$ cat src/rtl/pixel_stream_receiver.sv
// pixel_stream_receiver: buffers ray-tracer pixel beats and re-emits them as AXI4-Stream video with frame geometry checks
module pixel_stream_receiver #(
    parameter int FIFO_DEPTH  = 4,
    parameter int FRAME_CNT_W = 16
) (
    input  logic                   aclk,
    input  logic                   aresetn,
    input  logic [7:0]             in_r,
    input  logic [7:0]             in_g,
    input  logic [7:0]             in_b,
    input  logic                   in_valid,
    input  logic                   in_sof,
    input  logic                   in_eol,
    output logic                   in_ready,
    input  logic [12:0]            image_width,
    input  logic [12:0]            image_height,
    output logic [31:0]            m_axis_tdata,
    output logic                   m_axis_tvalid,
    input  logic                   m_axis_tready,
    output logic                   m_axis_tuser,
    output logic                   m_axis_tlast,
    input  logic                   err_clear,
    output logic                   err_sof_unexpected,
    output logic                   err_eol_early,
    output logic                   err_eol_missing,
    output logic                   frame_done,
    output logic [FRAME_CNT_W-1:0] frame_count,
    output logic [FRAME_CNT_W-1:0] drop_count
);
    localparam int AW = (FIFO_DEPTH > 1) ? $clog2(FIFO_DEPTH) : 1;
    localparam logic [AW:0] DEPTH_C = (AW+1)'(FIFO_DEPTH);
    localparam logic [0:0] S_WAIT_SOF = 1'b0;
    localparam logic [0:0] S_ACTIVE   = 1'b1;

    logic [25:0]            r_mem [FIFO_DEPTH];
    logic [AW-1:0]          r_wptr;
    logic [AW-1:0]          r_rptr;
    logic [AW:0]            r_count;
    logic [0:0]             r_state;
    logic [12:0]            r_x;
    logic [12:0]            r_y;
    logic [12:0]            r_w;
    logic [12:0]            r_h;
    logic                   r_err_sof;
    logic                   r_err_early;
    logic                   r_err_missing;
    logic                   r_frame_done;
    logic [FRAME_CNT_W-1:0] r_frame_count;
    logic [FRAME_CNT_W-1:0] r_drop_count;

    logic        w_accept;
    logic        w_write;
    logic        w_drop;
    logic        w_pop;
    logic [25:0] w_head;
    logic [12:0] w_wd;
    logic [12:0] w_ht;
    logic [12:0] w_x;
    logic [12:0] w_y;
    logic        w_last_col;
    logic        w_line_end;
    logic        w_frame_end;
    logic        w_early;
    logic        w_missing;
    logic        w_sof_err;

    assign in_ready    = (r_count != DEPTH_C);
    assign w_accept    = in_valid & in_ready;
    assign w_write     = w_accept & (in_sof | (r_state == S_ACTIVE));
    assign w_drop      = w_accept & ~in_sof & (r_state == S_WAIT_SOF);
    assign w_pop       = m_axis_tvalid & m_axis_tready;
    assign w_head      = r_mem[r_rptr];
    assign w_wd        = in_sof ? ((image_width == 13'd0) ? 13'd1 : image_width) : r_w;
    assign w_ht        = in_sof ? ((image_height == 13'd0) ? 13'd1 : image_height) : r_h;
    assign w_x         = in_sof ? 13'd0 : r_x;
    assign w_y         = in_sof ? 13'd0 : r_y;
    assign w_last_col  = (w_x == w_wd - 13'd1);
    assign w_line_end  = in_eol | w_last_col;
    assign w_frame_end = w_line_end & (w_y == w_ht - 13'd1);
    assign w_early     = w_write & in_eol & ~w_last_col;
    assign w_missing   = w_write & w_last_col & ~in_eol;
    assign w_sof_err   = w_write & in_sof & (r_state == S_ACTIVE);

    assign m_axis_tvalid      = (r_count != '0);
    assign m_axis_tdata       = {8'h00, w_head[23:0]};
    assign m_axis_tuser       = w_head[25];
    assign m_axis_tlast       = w_head[24];
    assign err_sof_unexpected = r_err_sof;
    assign err_eol_early      = r_err_early;
    assign err_eol_missing    = r_err_missing;
    assign frame_done         = r_frame_done;
    assign frame_count        = r_frame_count;
    assign drop_count         = r_drop_count;

    // elastic buffer: write pointer, read pointer and occupancy
    always_ff @(posedge aclk or negedge aresetn) begin
        if (!aresetn) begin
            r_wptr  <= '0;
            r_rptr  <= '0;
            r_count <= '0;
            for (int i = 0; i < FIFO_DEPTH; i++) r_mem[i] <= '0;
        end else begin
            if (w_write) begin
                r_mem[r_wptr] <= {in_sof, in_eol, in_r, in_g, in_b};
                r_wptr        <= r_wptr + AW'(1);
            end
            if (w_pop) r_rptr <= r_rptr + AW'(1);
            r_count <= r_count + (AW+1)'(w_write) - (AW+1)'(w_pop);
        end
    end

    // geometry tracker: latches frame size on sof and walks x/y over written beats
    always_ff @(posedge aclk or negedge aresetn) begin
        if (!aresetn) begin
            r_state <= S_WAIT_SOF;
            r_x     <= '0;
            r_y     <= '0;
            r_w     <= 13'd1;
            r_h     <= 13'd1;
        end else if (w_write) begin
            r_state <= w_frame_end ? S_WAIT_SOF : S_ACTIVE;
            r_w     <= w_wd;
            r_h     <= w_ht;
            r_x     <= w_line_end ? 13'd0 : w_x + 13'd1;
            r_y     <= w_frame_end ? 13'd0 : (w_line_end ? w_y + 13'd1 : w_y);
        end
    end

    // sticky error flags; a new event in the clearing cycle keeps its flag set
    always_ff @(posedge aclk or negedge aresetn) begin
        if (!aresetn) begin
            r_err_sof     <= 1'b0;
            r_err_early   <= 1'b0;
            r_err_missing <= 1'b0;
        end else begin
            r_err_sof     <= (r_err_sof & ~err_clear) | w_sof_err;
            r_err_early   <= (r_err_early & ~err_clear) | w_early;
            r_err_missing <= (r_err_missing & ~err_clear) | w_missing;
        end
    end

    // frame statistics: completion pulse, wrapping frame counter, saturating drop counter
    always_ff @(posedge aclk or negedge aresetn) begin
        if (!aresetn) begin
            r_frame_done  <= 1'b0;
            r_frame_count <= '0;
            r_drop_count  <= '0;
        end else begin
            r_frame_done <= w_write & w_frame_end;
            if (w_write && w_frame_end) r_frame_count <= r_frame_count + FRAME_CNT_W'(1);
            if (w_drop && r_drop_count != '1) r_drop_count <= r_drop_count + FRAME_CNT_W'(1);
        end
    end
endmodule

$ cat config.mk
export PLATFORM = sky130hd
export DESIGN_NAME = pixel_stream_receiver
export DESIGN_NICKNAME = d
export VERILOG_FILES = /design/src/rtl/pixel_stream_receiver.sv
export SDC_FILE = /design/constraint.sdc
export NUM_CORES = 1
export LEC_CHECK = 0
export CAP_MARGIN = 10
export CORE_ASPECT_RATIO = 1.2
export CORE_MARGIN = 2
export CORE_UTILIZATION = 50
export DETAILED_ROUTE_END_ITERATION = 10
export MAX_ROUTING_LAYER = met4
export PLACE_DENSITY = 0.73
export SYNTH_ARGS = -nofsm -noshare
export SYNTH_HDL_FRONTEND = slang
export SYNTH_SLANG_ARGS = --single-unit
$ cat constraint.sdc
create_clock -name aclk -period 3.65 [get_ports aclk]
set_input_delay 0.5475 -clock aclk [delete_from_list [all_inputs] [get_ports aclk]]
set_output_delay 0.5475 -clock aclk [all_outputs]
set_load 0.01 [all_outputs]
**Yosys cells after proc, flatten, opt, wreduce, memory -nomap -nowiden**

Index checks and enable logic that the tools add are counted.
Widths: inputs -> output; s select.

- Flip-flop bits (word level): 200
- Bits of input ports: 57

- Add/sub/neg operators: 10
- Magnitude comparators: 3
- Equal/unequal tests: 4
- Muxes and demuxes: 16
- Bitwise operators: 28
- Reduce and logical (&&, ||, !) cells: 6

Operators with widths:

| operator | count |
|---|---|
| $mux 13 | 9 |
| $bwmux 104 | 1 |
| $mux 26 | 3 |
| $bmux 26 s2 | 1 |
| $demux 26 s2 | 1 |
| $add 16x1->16 const B | 2 |
| $add 13x1->13 const B | 2 |
| $eq 13x13->1 | 2 |
| $logic_not 13->1 | 2 |
| $sub 13x1->13 const B | 2 |
| $and 1x1->1 | 16 |
| $ne 16x16->1 const B | 1 |
| $ge 3x3->1 const B | 2 |
| $not 2->3 | 2 |
| $not 1->1 | 5 |
| $or 1x1->1 | 5 |
| $add 2x1->2 const B | 2 |
| $add 3x1->3 | 1 |
| $logic_and 1x1->1 | 3 |
| $lt 3x1->1 const B | 1 |
| $ne 3x3->1 const B | 1 |
| $reduce_bool 3->1 | 1 |
| $sub 3x1->3 | 1 |
| $mux 1 | 1 |

**Longest topological paths before layout**

Gate-level depths: netlist of run 1.

- Depth after elaboration: 8
- Gate-level depth with buffers: 20
- Depth with buffers taken out: 15

**Worst setup path before layout of run 1**

No wires, ideal clock.

- Path kind: input to register
- Start: input in_sof
- End: register r_y[2]
- Setup time: 0.137 ns
- Arrival time: 4.203 ns
- Required time: 3.513 ns
- Setup slack: -0.690 ns
- Stages on the path: 19
- Path buffers: 8
- Cells stage by stage: buf_2 > buf_6 > buf_2 > buf_2 > buf_2 > buf_2 > mux2i_1 > ha_1 > nor4b_1 > o22ai_1 > nor3_1 > xnor2_1 > and4_1 > a41o_1 > buf_6 > buf_4 > nor2_2 > o41ai_1 > o31ai_1

- Cells in the longest elaborated chain, start to end: 6
- Elaborated cells on any way between the ends: 15

Ends and longest elaborated chain:

| element | line | RTL |
|---|---|---|
| start: declaration | 12 | `input logic in_sof,` |
| $mux 13 | 73 | `assign w_wd = in_sof ? ((image_width == 13'd0) ? 13'd1 : image_width) : r_w;` |
| $sub 13x1->13 | 77 | `assign w_last_col = (w_x == w_wd - 13'd1);` |
| $eq 13x13->1 | 77 |  |
| $or 1x1->1 | 78 | `assign w_line_end = in_eol \| w_last_col;` |
| $mux 13 / $and 1x1->1 (equally long branches) | 125, 79 |  |
| $mux 13 | 125 | `r_y <= w_frame_end ? 13'd0 : (w_line_end ? w_y + 13'd1 : w_y);` |
| end signal: assignment | 125 |  |
| end: declaration | 41 | `logic [12:0] r_y;` |

Parallel ways exist; a longest one is shown, timed or not.
A chain may end at the register's enable or synchronous reset.

**Final worst setup path of run 1**

- Start: input image_width[7]
- End: register r_y[6]

- Cells in the longest elaborated chain, start to end: 8
- Elaborated cells on any way between the ends: 9

Ends and longest elaborated chain:

| element | line | RTL |
|---|---|---|
| start: declaration | 15 | `input logic [12:0] image_width,` |
| $logic_not 13->1 | 73 |  |
| $mux 13 (*) (2 in a row) | 73 |  |
| $sub 13x1->13 (*) | 77 |  |
| $eq 13x13->1 (*) | 77 |  |
| $or 1x1->1 (*) | 78 |  |
| $mux 13 / $and 1x1->1 (equally long branches) | 125, 79 |  |
| $mux 13 (*) | 125 |  |

Mark *: on every way between the ends. The rest lies on a longest branch, timed or not.

==> results of run 1 <==
-- cells in the mapped netlist, types with 3 or more instances --
cell	instances	share of area, %
dfrtp_1	198	47
mux2_2	120	13
nand2_1	67	2.4
o21ai_0	55	2.6
xnor2_1	47	3.9
nand3_1	32	1.5
inv_1	28	0.99
mux4_2	26	5.5
nor2_1	24	0.85
nor3_1	24	1.1
clkbuf_1	23	0.81
a21oi_1	22	1.0
and3_1	18	1.1
nor2b_1	18	1.1
xor2_1	16	1.3
ha_1	12	1.4
o31ai_1	12	0.85
buf_2	10	0.47
buf_4	9	0.64
or4_1	9	0.64
a21o_1	8	0.57
nand4_1	8	0.47
nor4_1	8	0.47
mux2i_1	7	0.66
nand2b_1	7	0.41
nor3b_1	7	0.50
nor4b_1	7	0.58
o21a_1	6	0.42
o22ai_1	6	0.35
a31oi_1	5	0.29
buf_1	5	0.18
o211ai_1	5	0.35
a211oi_1	4	0.28
and2_1	4	0.24
or3_1	4	0.24
o21ai_1	3	0.14
o31a_1	3	0.25
-- registers in the layout (all words and copies together) (netlist names) --
register and flops:
drop_count 16, err_eol_early 1, err_eol_missing 1, err_sof_unexpected 1
frame_count 16, frame_done 1, r_count 3, r_h 13
r_mem 104, r_rptr 2, r_state 1, r_w 13
r_wptr 2, r_x 13, r_y 13
-- through the flow --
stage	std cells	area [um2]	hold WS (ns)
floorplan	928	10700	0.252
detailed placement	1337	12600	0.466
global route	1375	13300	0.184
CTS	1369	13200	0.165
global placement	1337	12600	0.457
finish	1375	13300	0.139
-- layout by cell type, fill, tap and decap left out, drive strengths merged, types with 7 or more instances in the layout --
cell type      Yosys  final
mux4              26     26
nand4              9      9
dfrtp            198    198
clkinv             1      8
and3              18     18
dlymetal6s2s       0      8
nor3              26     26
nor2b             18     18
ha                12     12
conb               1      8
nor3b              8      8
xor2              16     16
mux2i              7      7
nand2b             7      7
a21o               8      8
nor4              10     10
a21oi             23     23
o21ai             58     58
nand2             68     68
nor2              27     27
nor4b              7      7
buf               27     74
clkdlybuf4s50      0    110
inv               28     36
nand3             32     32
xnor2             47     47
mux2             121    121
clkbuf            23     20
o31ai             12     12
or4               10     10
-- repair_timing --
| action | in CTS | in global routing |
|---|---|---|
| endpoints found under the hold margin | 0 | 0 |
| setup buffers | 0 | 4 |
| gates resized for setup | 1 | 19 |
| setup endpoints to repair | 5 | 37 |
| pin swaps | 2 | 16 |
| cloned | 0 | 2 |
-- power by group --
| group | internal (mW) | leakage (nW) | total, mW | switching (mW) |
|---|---|---|---|---|
| logic | 2.07 | 2.85 | 3.43 | 1.36 |
| registers | 2.98 | 2.49 | 3.53 | 0.542 |
| clock network | 0.942 | 0.300 | 1.93 | 0.983 |
-- metal layers --
metal	track usage [%]	vias up
met4	5.90	0
met5	-	-
li1	-	3699
met2	37.5	166
met3	4.03	19
met1	28.9	3898
-- path summary, 6_finish.rpt --
| path | start | cells after the start | end |
|---|---|---|---|
| setup / recovery | image_width[7] | 16 | r_y[6] |
| hold / removal | aresetn | 1 | drop_count[11] |
| setup reg to reg | r_w[0] | 16 | r_y[6] |
| hold reg to reg | frame_count[15] | 1 | frame_count[15] |
| max in group asynchronous | aresetn | 2 | r_mem[38] |
| min in group aclk | frame_count[15] | 1 | frame_count[15] |
-- cell families after synthesis --
logic type / share of synthesized area, %
xor+xnor: 5.20
compound gates: 9.46
buf+inv: 3.48
flops: 47.2
simple gates: 14.0
mux: 19.0
other cells: 0.0354
fa+ha+maj: 1.60
-- cell type report --
cell class | instances | area [um2]
sequential | 200 | 5010
clock inverter | 15 | 196
timing repair buffer | 195 | 1890
multi-input combinational | 649 | 5390
fill | 1658 | 7550
clock buffer | 17 | 425
inverter | 29 | 109
tap | 270 | 338
==> reports/metrics.cfg, run 1 <==
[power_and_ir_drop]
p_per_area_mw_per_mm2 = 666
ir_drop_mv = 0.462
total_power_mw = 8.89
p_leak_nw = 5.64

[sta]
fin_ws_ns = 0.200
tns_ns = 0
fin_crit_ns = 3.45
skew_ns = 0.00874
max_freq_mhz = 290
maxSlewViolCount = 0
period_share_pct = 94.5
hold_viol_final = 0
worstMarginPinSlew_ns = 0.821
max-slew-margin-rel_pct = 44.8
finalSetupViolations = 0

[drt]
maxUsedRoutingLayer = met4
viasPerCell = 5.66
drtAntennaViolNets = 0
routed-wl-met2_um = 12200
wl_um = 23800
drt-pass1-iter-count = 7
drtIter0Drc = 514
wl_per_cell_um = 17.3
vias = 7782
met1Wirelength_um = 10300
wl_met3_um = 1040
drc_errors = 0

[critical_path]
path_class = in -> reg
cpMostUsedCell = a21oi_1
slowest_delay_ns = 0.42
path_buf_inv = 3
worstPathCellList = clkdlybuf4s50_1 -> or4_4 -> nor4_2 -> a31oi_1 -> ha_2 -> nor4bb_4 -> o22ai_2 -> nor3_2 -> xnor2_1 -> and4_1 -> a41o_4 -> buf_12 -> buf_4 -> a211oi_4 -> a21oi_1 -> a21oi_1
critPathLaunchType = input port
reg2reg_slack_ns = 0.41
crit_required_ns = 4.01
critical-path-top-delay-family = compound AO/OA/AOI/OAI gates
cpMaxStageDelayCell = clkdlybuf4s50_1
worstPathMaxFanout = 9
arrival_ns = 3.81
end_kind = flop

[cts]
clk_pin_slew_worst_paths_ns = 0.08
insertion_delay_ns = 0.44
cts_tree = yes
holdBufCountCts = 0
cts.sinks = 200
cts_root_buf = clkbuf_16
cts.htree.levels = 4
ctsLongestPathBuffers = 2
numCtsBuffers = 17

[global_routing]
antenna_found_initial = 0
grt_usage_pct = 22.7
gr-total-overflow = 0
grt_max_degree = 86
grt_first_pass_wirelength_um = 39300
grt_pass1_vias = 7874

[floorplan]
dieHeight_um = 164
start_util_pct = 50.7
fp-row-count = 58
die_area_mm2 = 0.0224
ios = 129
die_w_um = 137
coreArea_mm2 = 0.0209

[synthesis]
netlist_instances = 921
yosysSeqAreaShare_pct = 47.2
avgSynthCellArea_um2 = 11.5
synth-edff-count = 0
ys_ff_latch = 200
synthArstFlopShare_pct = 100
yosys_warnings = 0
ys.flop_type = dfrtp_1
synth_cell_types = 82
syn_area_mm2 = 0.0106

[placement]
place_ws_ns = -0.480
gp_congestion = 0.856
io_buffers = 120
dp.final_hpwl_um = 16600

[cells_and_area]
utilization_pct = 63.9
final_layout_size_suffix_gt1_share_pct = 26.7
areaGrowthSynthToFinish_pct = 25.9
diodes = 0
nets = 1162

[run]
drv_cap = 0

[run_status]
status = complete, no violations

[min_path]
min_path_type = in -> async

Power figures use the tool's default switching activity.
==> inputs of run 2 (changes only) <==
Settings changed: PLACE_DENSITY 0.73 to 0.7, RECOVER_POWER set to 100.
==> reports/metrics.cfg, run 2 (synthesis gave the netlist of run 1 again) <==
[sta]
hold_viol_final = 0  ; unchanged
skew_ns = 0.0156  ; +0.00683 ns
finalSetupViolations = 0  ; unchanged
maxSlewViolCount = 126  ; +126
fin_crit_ns = 3.46  ; +0.0138 ns
period_share_pct = 94.9  ; +0.38 points
fin_ws_ns = 0.187  ; -0.0138 ns
worstMarginPinSlew_ns = 2.56  ; +1.74 ns
grt_setup_unrepaired = no
max_freq_mhz = 289  ; -0.40%
max-slew-margin-rel_pct = -70.9  ; -120 points
tns_ns = 0  ; unchanged

[critical_path]
worstPathCellList = clkbuf_1 -> buf_4 -> nor3b_1 -> o22ai_1 -> nor3b_1 -> mux2i_1 -> a41o_4 -> buf_12 -> nand3b_4 -> or4_1 -> o21ai_0
slowest_delay_ns = 0.47  ; +0.05 ns
path_class = in -> reg
cpMaxStageDelayCell = nor3b_1
critPathLaunchType = input port
worstPathMaxFanout = 26  ; +17
crit_required_ns = 3.99  ; -0.02 ns
cpMostUsedCell = nor3b_1
end_kind = flop
arrival_ns = 3.81  ; about the same

[floorplan]
start_util_pct = 50.7  ; unchanged
dieHeight_um = 164  ; unchanged
fp-row-count = 58  ; unchanged
coreArea_mm2 = 0.0209  ; unchanged
die_area_mm2 = 0.0224  ; unchanged
die_w_um = 137  ; unchanged
ios = 129  ; unchanged

[drt]
drc_errors = 0  ; unchanged
wl_per_cell_um = 17.4  ; +0.83%
drtIter0Drc = 415  ; -19%
viasPerCell = 5.61  ; -0.85%
drtAntennaViolNets = 0  ; unchanged
wl_met3_um = 842  ; -19%
wl_um = 24000  ; +0.68%
drt-pass1-iter-count = 4  ; -3
maxUsedRoutingLayer = met4
vias = 7705  ; -0.99%
met1Wirelength_um = 10500  ; +1.6%
routed-wl-met2_um = 12300  ; +1.2%

[cells_and_area]
areaGrowthSynthToFinish_pct = 24.9
largest-register = r_mem
final_common_cell = dfrtp_1
fillers = 1725  ; +4.0%
diodes = 0  ; unchanged
final_layout_size_suffix_gt1_share_pct = 25.9  ; -0.77 points
largest_reg_flops = 104  ; unchanged
seq_area_mm2 = 0.00501  ; about the same
final_cell_mix = dfrtp_1, mux2_2, nand2_1
nets = 1160  ; -0.17%
multiInputGateArea_mm2 = 0.00539  ; +0.16%

[global_routing]
grt_pass1_vias = 7846  ; -0.36%
antenna_found_initial = 0  ; unchanged
grt_usage_pct = 23.0  ; +0.31 points
gr-total-overflow = 0  ; unchanged
grt_first_pass_wirelength_um = 39900  ; +1.5%
grt_max_degree = 101  ; +17%

[placement]
dp.final_hpwl_um = 16500  ; -0.88%
place_ws_ns = -0.534  ; -0.0543 ns
io_buffers = 120  ; unchanged
gp_congestion = 0.874  ; +2.1%

[cts]
cts.sinks = 200  ; unchanged
insertion_delay_ns = 0.44  ; about the same
cts_tree = yes
cts.htree.levels = 4  ; unchanged
cts_root_buf = clkbuf_16
numCtsBuffers = 17  ; unchanged
holdBufCountCts = 0  ; unchanged
ctsLongestPathBuffers = 2  ; unchanged
clk_pin_slew_worst_paths_ns = 0.08  ; about the same

[run_status]
violations = max-capacitance violations, max-slew violations
status = complete, but fails checks

[power_and_ir_drop]
ir_drop_mv = 0.433  ; -6.2%
p_leak_nw = 5.73  ; +1.6%
p_per_area_mw_per_mm2 = 658  ; -1.2%

[run]
drv_cap = 2  ; +2

[min_path]
min_path_type = in -> reg

-- run 2: cell count changes in the layout (fill, tap and decap cells not counted), sizes merged --
cell / delta
dlymetal6s2s: +3
clkinv: +3
clkbuf: +19
dlygate4sd3: +61
clkdlybuf4s50: -64
inv: -3
buf: -21
-- run 2: routing by layer --
| metal | up-vias | global-route usage [%] |
|---|---|---|
| met5 | - | - |
| met4 | 0 | 5.90 |
| met3 | 24 | 2.61 |
| met2 | 137 | 39.0 |
| met1 | 3842 | 29.4 |
| li1 | 3702 | - |
-- run 2: final cells by class --
cell class / instances / share of cell area (%)
clock inverters: 15 / 1.34
clock buffers: 17 / 3.21
multi-input cells: 649 / 40.7
well taps: 270 / 2.55
repair buffers: 193 / 13.5
inverters: 29 / 0.822
flip-flops and latches: 200 / 37.8
-- run 2: worst paths after layout --
check	startpoint	to	cells past startpoint	slack, ns
setup / recovery	in_sof	r_y[9]	11	0.19
hold / removal	image_height[12]	r_h[12]	2	0.46
setup reg to reg	r_w[0]	r_y[9]	15	0.33
hold reg to reg	frame_count[15]	frame_count[15]	1	0.48
max in group asynchronous	aresetn	drop_count[15]	2	0.83
min in group asynchronous	aresetn	r_mem[79]	1	0.86
-- run 2: what timing repair did --
item / CTS / global route
setup buffers: 0 / 5
cloned: 0 / 1
gates resized for setup: 3 / 28
setup endpoints to repair: 15 / 37
pin swaps: 3 / 17
-- run 2: power by group --
part           total, mW  internal [mW]  leakage (nW)  switching, mW
combinational       3.34           1.96          2.95           1.38
sequential          3.50           2.98          2.49          0.511
clock               1.88          0.925         0.293          0.951
-- run 2: critical path, delay by kind of cell --
family                 cells  cell delay (ns)
AND/OR/NAND/NOR            4             1.33
buffers and inverters      3             0.93
AO/OA/AOI/OAI              3             0.63
multiplexers               1             0.34
-- run 2: through the flow --
stage               area (um2)  instances  hold slack [ns]  utilization, %  total power, mW
floorplan                10700        928            0.252               -             5.67
global placement         12600       1335            0.458            60.1             6.89
global route             13200       1373            0.460            63.4             9.28
detailed placement       12600       1335            0.466            60.1             7.02
CTS                      13200       1367            0.227            63.0             8.92
finish                   13200       1373            0.455            63.4             8.71
==> inputs of run 3 (changes only) <==
Settings changed: CORE_MARGIN 2 to not set, MAX_ROUTING_LAYER met4 to not set.
Clock period 3.65 ns to 4.37 ns, I/O delays scaled along.
==> reports/metrics.cfg, run 3 (synthesis gave the netlist of run 1 again) <==
[run_status]
status = complete, but fails checks
violations = design-rule violations, max-capacitance violations, max-slew violations

[cts]
cts_tree = yes
cts.htree.levels = 4  ; unchanged
cts.sinks = 200  ; unchanged
numCtsBuffers = 17  ; unchanged
cts_root_buf = clkbuf_16
ctsLongestPathBuffers = 2  ; unchanged
cts_setup_buffers = 0  ; unchanged
holdBufCountCts = 0  ; unchanged
clk_pin_slew_worst_paths_ns = 0.08  ; about the same
cts_resized = 0  ; -3
insertion_delay_ns = 0.44  ; about the same

[drt]
wl_um = 23000  ; -4.1%
drtIter0Drc = 354  ; -15%
met1Wirelength_um = 10300  ; -1.8%
maxUsedRoutingLayer = met4
routed-wl-met2_um = 11700  ; -5.0%
wl_met3_um = 605  ; -28%
viasPerCell = 5.63  ; +0.35%
wl_per_cell_um = 17.2  ; -1.6%
drc_errors = 2  ; +2
drtAntennaViolNets = 0  ; unchanged
drt-pass1-iter-count = 8  ; +4
vias = 7535  ; -2.2%

[critical_path]
critPathLaunchType = input port
worstPathCellList = clkdlybuf4s50_1 -> or4_4 -> nor4_4 -> a21oi_2 -> nand2_1 -> o21ai_0 -> ha_1 -> nand2_1 -> o221a_2 -> a22oi_1 -> a2111oi_4 -> nand4_1 -> nor2_4 -> nand3b_4 -> buf_4 -> nand2b_1 -> o21ai_0
end_kind = flop
slowest_delay_ns = 0.56  ; +0.09 ns
crit_required_ns = 4.67  ; +0.68 ns
worstPathMaxFanout = 10  ; -62%
arrival_ns = 4.41  ; +0.60 ns
cpMaxStageDelayCell = or4_4
path_class = in -> reg

[placement]
dpl.cell_count = 1306  ; -2.2%
place_ws_ns = -0.120  ; +0.414 ns
gp_congestion = 0.837  ; -4.2%
dp.final_hpwl_um = 16000  ; -2.6%
io_buffers = 120  ; unchanged

[cells_and_area]
utilization_pct = 61.1  ; -2.3 points
final_common_cell = dfrtp_1
diodes = 0  ; unchanged
largest-register = r_mem
largest_reg_flops = 104  ; unchanged
areaGrowthSynthToFinish_pct = 20.4
final_cell_mix = dfrtp_1, mux2_2, nand2_1
final_layout_size_suffix_gt1_share_pct = 22.0  ; -3.9 points
stdcell_count = 1338  ; -2.5%
nets = 1125  ; -3.0%

[sta]
skew_ns = 0.0152  ; -0.000414 ns
grt_setup_unrepaired = no
hold_viol_final = 0  ; unchanged
fin_crit_ns = 4.11
worstMarginPinSlew_ns = 2.85  ; +0.284 ns
maxSlewViolCount = 188  ; +49%
period_share_pct = 94.0
fin_ws_ns = 0.262  ; +0.0756 ns
max-slew-margin-rel_pct = -89.9  ; -19 points
max_freq_mhz = 243
tns_ns = 0  ; unchanged
finalSetupViolations = 0  ; unchanged

[floorplan]
dieHeight_um = 162  ; -1.2%
fp-row-count = 58  ; unchanged
start_util_pct = 50.7  ; unchanged
die_w_um = 135  ; -1.5%
ios = 129  ; unchanged
coreArea_mm2 = 0.0209  ; unchanged
die_area_mm2 = 0.0218  ; -2.7%

[min_path]
min_path_type = reg -> reg

[global_routing]
gr-total-overflow = 0  ; unchanged
grt_pass1_vias = 7712  ; -1.7%
grt_first_pass_wirelength_um = 38300  ; -4.0%
grt_max_degree = 117  ; +16%
grt_usage_pct = 22.2  ; -0.76 points
antenna_found_initial = 0  ; unchanged

[power_and_ir_drop]
ir_drop_mv = 0.328  ; -24%
p_per_area_mw_per_mm2 = 564  ; -14%
p_leak_nw = 5.42  ; -5.3%

[run]
drv_cap = 3  ; +1

run 3: final cells by class:
cell class	count	area, um2
inverters	29	109
repair buffers	158	1450
flip-flops and latches	200	5010
clock buffers	17	425
fillers	1728	8130
clock inverters	15	193
multi-input cells	649	5250
well taps	270	338
run 3: final timing paths:
check | endpoint | start | cells past startpoint | slack [ns]
max in group asynchronous | r_mem[92] | aresetn | 2 | 1.27
worst min-delay path | r_mem[51] | r_mem[51] | 2 | 0.48
worst min register to register | r_mem[51] | r_mem[51] | 2 | 0.48
min in group asynchronous | r_mem[82] | aresetn | 1 | 1.07
worst max-delay path | r_y[10] | image_height[7] | 17 | 0.26
worst max register to register | r_x[4] | r_w[0] | 14 | 0.94
run 3: report_power, final:
group	internal, mW	total (mW)	leakage, nW	switching [mW]
Sequential	2.49	2.99	2.49	0.495
Combinational	1.57	2.62	2.63	1.05
Clock	0.788	1.60	0.300	0.813
run 3: routing by layer:
metal / up-vias / track usage [%]
li1: 3616 / -
met1: 3738 / 28.7
met2: 150 / 38.7
met3: 31 / 3.08
met4: 0 / 6.44
met5: - / 0
run 3: critical path: cells and delay by family:
kind	cells	cell delay [ns]
buf+inv	2	0.58
simple gates	8	2.03
fa+ha+maj	1	0.37
compound gates	6	0.76
run 3: per-stage QoR:
stage / instance area [um2] / hold WS [ns] / power [mW]
finish: 12800 / 0.482 / 7.21
global route: 12800 / 0.506 / 7.66
CTS: 12800 / 0.370 / 7.40
detailed placement: 12200 / 0.469 / 5.79
global placement: 12200 / 0.460 / 5.69
floorplan: 10600 / 0.360 / 4.71
==> RTL edit 1 (config.mk and constraints of run 3) <==
`FRAME_CNT_W`: 16 -> 24.
--- a/src/rtl/pixel_stream_receiver.sv
+++ b/src/rtl/pixel_stream_receiver.sv
@@ -1,7 +1,7 @@
 // pixel_stream_receiver: buffers ray-tracer pixel beats and re-emits them as AXI4-Stream video with frame geometry checks
 module pixel_stream_receiver #(
     parameter int FIFO_DEPTH  = 4,
-    parameter int FRAME_CNT_W = 16
+    parameter int FRAME_CNT_W = 24
 ) (
     input  logic                   aclk,
     input  logic                   aresetn,
Interface: changed (resized drop_count and frame_count); port bits go from 129 to 145. The function was not compared with the original's and may differ.
==> RTL edit 1 against run 3 <==
- the flow finishes with violations (capacitance limit, slew limit)
- via count up 7.2%
- power up 9.6%
- synthesized area up 8.1%
- sequential cell count up 16
- worst setup slack better by 0.15 ns
- largest cell class unchanged
- wire length up 9.6%
- final area up 8.6%
- highest routed layer unchanged
- utilization up 0.71 points
- critical path depth down 4
- clock skew down 0.0055 ns
==> RTL edit 1: results (changes against run 3) <==
* Status: complete, but fails checks (unchanged)
* Failing checks: capacitance limit, slew limit (was DRC, capacitance limit, slew limit)
* Met2 GRT Util at 38.1% (was 38.7%)
* Ratio of cells with drive above 1 in the final layout at 21.8% (was 22.0%)
* Sequential-to-total area share from yosys stat at 47.1% (was 47.2%)
* GR Util met1 at 30.3% (was 28.7%)
* Final Power at 7.90 mW (was 7.21 mW)
* Worst-path fanout max at 8 (was 10)
* Placed cell areas at 0.0132 mm^2 (was 0.0122 mm^2)
* Vias per cell at 5.72 (was 5.63)
* Clock Skews at 0.00970 ns (was 0.0152 ns)
* Post-Route WL at 25200 um (was 23000 um)
* GP Congestion at 0.852 (was 0.837)
* Initial DRT Pass Iterations at 5 (was 8)
* Largest net degree at the start of global routing at 91 (was 117)
* M1 WL at 11500 um (was 10300 um)
* Initial DRC count at 503 (was 354)
* Clock Tree Buf Depth at 3 (was 2)
* Flop pwr share at 40.1% (was 41.4%)
* Grt met3 use at 2.42% (was 3.08%)
* Number of H-tree levels at 1 (was 4)
* Mapped Cells at 967 (was 921)
* Buffers on Ports at 136 (was 120)
* Vias in the first global route at 8103 (was 7712)
* Nets at 1186 (was 1125)
* Area of all sequential standard cells at 0.00541 mm^2 (was 0.00501 mm^2)
* Slew Limit Fails at 90 (was 188)
* Max-cap viol count at 1 (was 3)
* Final HPWL DP at 17500 um (was 16000 um)
* First-pass GRT wire length at 42300 um (was 38300 um)
* Max IR drop VDD at 0.307 mV (was 0.328 mV)
* Synth area leaders: dfrtp_1 47%, mux2_2 12%, mux4_2 5.1% (was dfrtp_1 47%, mux2_2 13%, mux4_2 5.5%)
* Synth top cells by count: 214 x dfrtp_1, 124 x mux2_2, 75 x nand2_1 (was 198 x dfrtp_1, 120 x mux2_2, 67 x nand2_1)
* Placed instance count at 1369 (was 1306)
* GR Util All Layers at 22.2% (about the same)
* NetSw at 2.43 mW (was 2.36 mW)
* CP top delay family: compound AO/OA/AOI/OAI gates (was simple AND/OR/NAND/NOR gates)
* Met3 routed WL at 920 um (was 605 um)
* Yosys warnings at 0 (unchanged)
* CP max stage cell: clkdlybuf4s50_1 (was or4_4)
* WL per Instance at 17.8 um (was 17.2 um)
* Post-synthesis mux area share at 18.2% (was 19.0%)
* Leakage at 6.01 nW (was 5.42 nW)
* Met2 routed WL at 12500 um (was 11700 um)
* DP Worst Slack at 0.0546 ns (was -0.120 ns)
* Worst skew pair latency at 0.52 ns (was 0.44 ns)
* Post-synth cell types at 81 (was 82)
* Reg clk slew, reported paths at 0.06 ns (was 0.08 ns)
* Xor/xnor share of the synthesized area at 6.95% (was 5.20%)
* CP arrival at 4.36 ns (was 4.41 ns)
* Worst-Margin Slew at 2.22 ns (was 2.85 ns)
-- RTL edit 1: changes by cell type after synthesis, sizes merged, moves of 9 or more --
cell   delta
a21oi     -9
nor4      +9
o21ai    -29
xor2     +26
dfrtp    +16
-- RTL edit 1: layout make-up --
| type | count | area share [%] |
|---|---|---|
| multi-input combinational | 675 | 40.6 |
| sequential | 216 | 39.0 |
| timing repair buffer | 172 | 11.7 |
| clock buffer | 39 | 5.17 |
| tap | 279 | 2.52 |
| inverter | 27 | 0.730 |
| clock inverter | 5 | 0.361 |
-- RTL edit 1: path summary, 6_finish.rpt --
check / endpoint / depth (start not counted) / slack (ns) / startpoint
setup reg to reg: r_y[10] / 11 / 0.75 / r_w[0]
setup / recovery: r_y[10] / 13 / 0.41 / image_width[4]
hold / removal: frame_count[23] / 1 / 0.46 / frame_count[23]
hold reg to reg: frame_count[23] / 1 / 0.46 / frame_count[23]
max in group asynchronous: r_h[9] / 2 / 1.23 / aresetn
min in group asynchronous: r_mem[3] / 1 / 0.77 / aresetn
==> RTL edit 2 (flow settings as in run 3) <==
Without the edit above. Put one more register stage on the output `drop_count`. The value now appears one clock later. The other outputs are not delayed to match.
--- a/src/rtl/pixel_stream_receiver.sv
+++ b/src/rtl/pixel_stream_receiver.sv
@@ -90,7 +90,9 @@
     assign err_eol_missing    = r_err_missing;
     assign frame_done         = r_frame_done;
     assign frame_count        = r_frame_count;
-    assign drop_count         = r_drop_count;
+    always_ff @(posedge aclk) begin
+        drop_count <= r_drop_count;
+    end
 
     // elastic buffer: write pointer, read pointer and occupancy
     always_ff @(posedge aclk or negedge aresetn) begin
Function: changed (Yosys sat finds a counterexample within 4 cycles, from zero or initial values and one cycle with aresetn low).
==> RTL edit 2 against run 3 <==
- the flow finishes with violations (capacitance limit, slew limit)
- power up 13%
- worst setup slack lost 0.0091 ns
- synthesized area is 2.8% higher
- final area up 5.4%
- wire length rose by 4.6%
- cell count grew 2.6%
- critical path depth down 4
- utilization rose by 2.4 points
- worst hold slack got worse by 0.070 ns
- sequential cell count up 16
- critical path type unchanged
- critical endpoint is now r_y[7]
- largest power group unchanged
==> RTL edit 2: results (changes against run 3) <==
* Vias per cell at 5.66 (was 5.63)
* Placed instance count at 1330 (was 1306)
* CP arrival at 4.52 ns (was 4.41 ns)
* Sequential-to-total area share from yosys stat at 48.9% (was 47.2%)
* DP Worst Slack at -0.134 ns (was -0.120 ns)
* Slew Limit Fails at 300 (was 188)
* FF-to-FF path depth at 11 (was 14)
* Leakage at 5.79 nW (was 5.42 nW)
* Fmax at 0.243 GHz (about the same)
* Xor/xnor share of the synthesized area at 5.93% (was 5.20%)
* TritonCTS Buffers at 24 (was 17)
* Post-synthesis mux area share at 19.4% (was 19.0%)
* GR Util met1 at 27.7% (was 28.7%)
* CP max stage delay at 0.53 ns (was 0.56 ns)
* Total number of vias at 7778 (was 7535)
* GP Congestion at 0.809 (was 0.837)
* Final HPWL DP at 16000 um (about the same)
* GR Util All Layers at 21.8% (was 22.2%)
* Max-cap viol count at 7 (was 3)
* Status: complete, but fails checks (unchanged)
* Crit path from: image_width[3] (was image_height[7])
* Nets at 1156 (was 1125)
* Failing checks: capacitance limit, slew limit (was DRC, capacitance limit, slew limit)
* Worst Hold Depth at 0 (was 2)
* Max IR drop VDD at 0.447 mV (was 0.328 mV)
* Buffers on Ports at 120 (unchanged)
* Worst-path fanout max at 7 (was 10)
* Reg clk slew, reported paths at 0.06 ns (was 0.08 ns)
* Root buf cell: clkbuf_16 (unchanged)
* Asr flop ratio synth at 92.6% (was 100%)
* Initial DRT Pass Iterations at 4 (was 8)
* Worst-Margin Slew at 2.87 ns (was 2.85 ns)
* Synth area leaders: dfrtp_1 45%, mux2_2 13%, mux4_2 5.4% (was dfrtp_1 47%, mux2_2 13%, mux4_2 5.5%)
* Complex-gate fraction of the synthesized area at 7.74% (was 9.46%)
* Clock Skews at 0.0189 ns (was 0.0152 ns)
* WL per Instance at 17.5 um (was 17.2 um)
* Worst skew pair latency at 0.51 ns (was 0.44 ns)
* Largest net degree at the start of global routing at 114 (was 117)
* # fillers at 1700 (was 1728)
* Worst setup EP type: register (unchanged)
* Reg2reg end: r_y[7] (was r_x[4])
* Vias in the first global route at 7720 (was 7712)
* Synth top cells by count: 198 x dfrtp_1, 122 x mux2_2, 63 x nand2_1 (was 198 x dfrtp_1, 120 x mux2_2, 67 x nand2_1)
* R2R setup slack at 0.66 ns (was 0.94 ns)
* Placed cell areas at 0.0127 mm^2 (was 0.0122 mm^2)
* Met2 GRT Util at 38.8% (was 38.7%)
* Adder-cell area share of the yosys netlist at 1.56% (was 1.60%)
* HP Start: r_drop_count[6] (was r_mem[51])
* Initial DRC count at 372 (was 354)
* CP max stage cell: or4_1 (was or4_4)
* Hold Slack at 0.412 ns (was 0.482 ns)
* Number of H-tree levels at 1 (was 4)
* Grt met3 use at 2.96% (was 3.08%)
* Mapped Avg Cell Area at 11.7 um^2 (was 11.5 um^2)
* End of the worst hold path: drop_count[6] (was r_mem[51])
* FF-to-FF Start: r_w[5] (was r_w[0])
## RTL edit 2: area by class of cell
cell class                      instances  area share [%]
Clock buffer                           34            5.21
Multi-Input combinational cell        647            39.1
Clock inverter                          9            1.18
Sequential cell                       216            39.6
Tap cell                              270            2.51
Inverter                               23           0.642
Timing Repair Buffer                  174            11.8
## RTL edit 2: kinds of logic (layout without fill, tap and decap cells)
logic type / count (synthesis) / in the layout
other cells: 1 / 8
fa+ha+maj: 13 / 13
flops: 216 / 216
mux: 162 / 162
buf+inv: 76 / 240
compound gates: 129 / 129
xor+xnor: 73 / 73
simple gates: 262 / 262
## RTL edit 2: report_power, final
| group | switching [mW] | internal (mW) |
|---|---|---|
| Clock | 0.803 | 1.36 |
| Sequential | 0.528 | 2.68 |
| Combinational | 1.09 | 1.66 |
## RTL edit 2: routing by layer
layer  vias up  routed length (um)
li1       3671                   -
met1      3883               10100
met2       179               12500
met3        45                1000
met4         0                 422
met5         -                   0
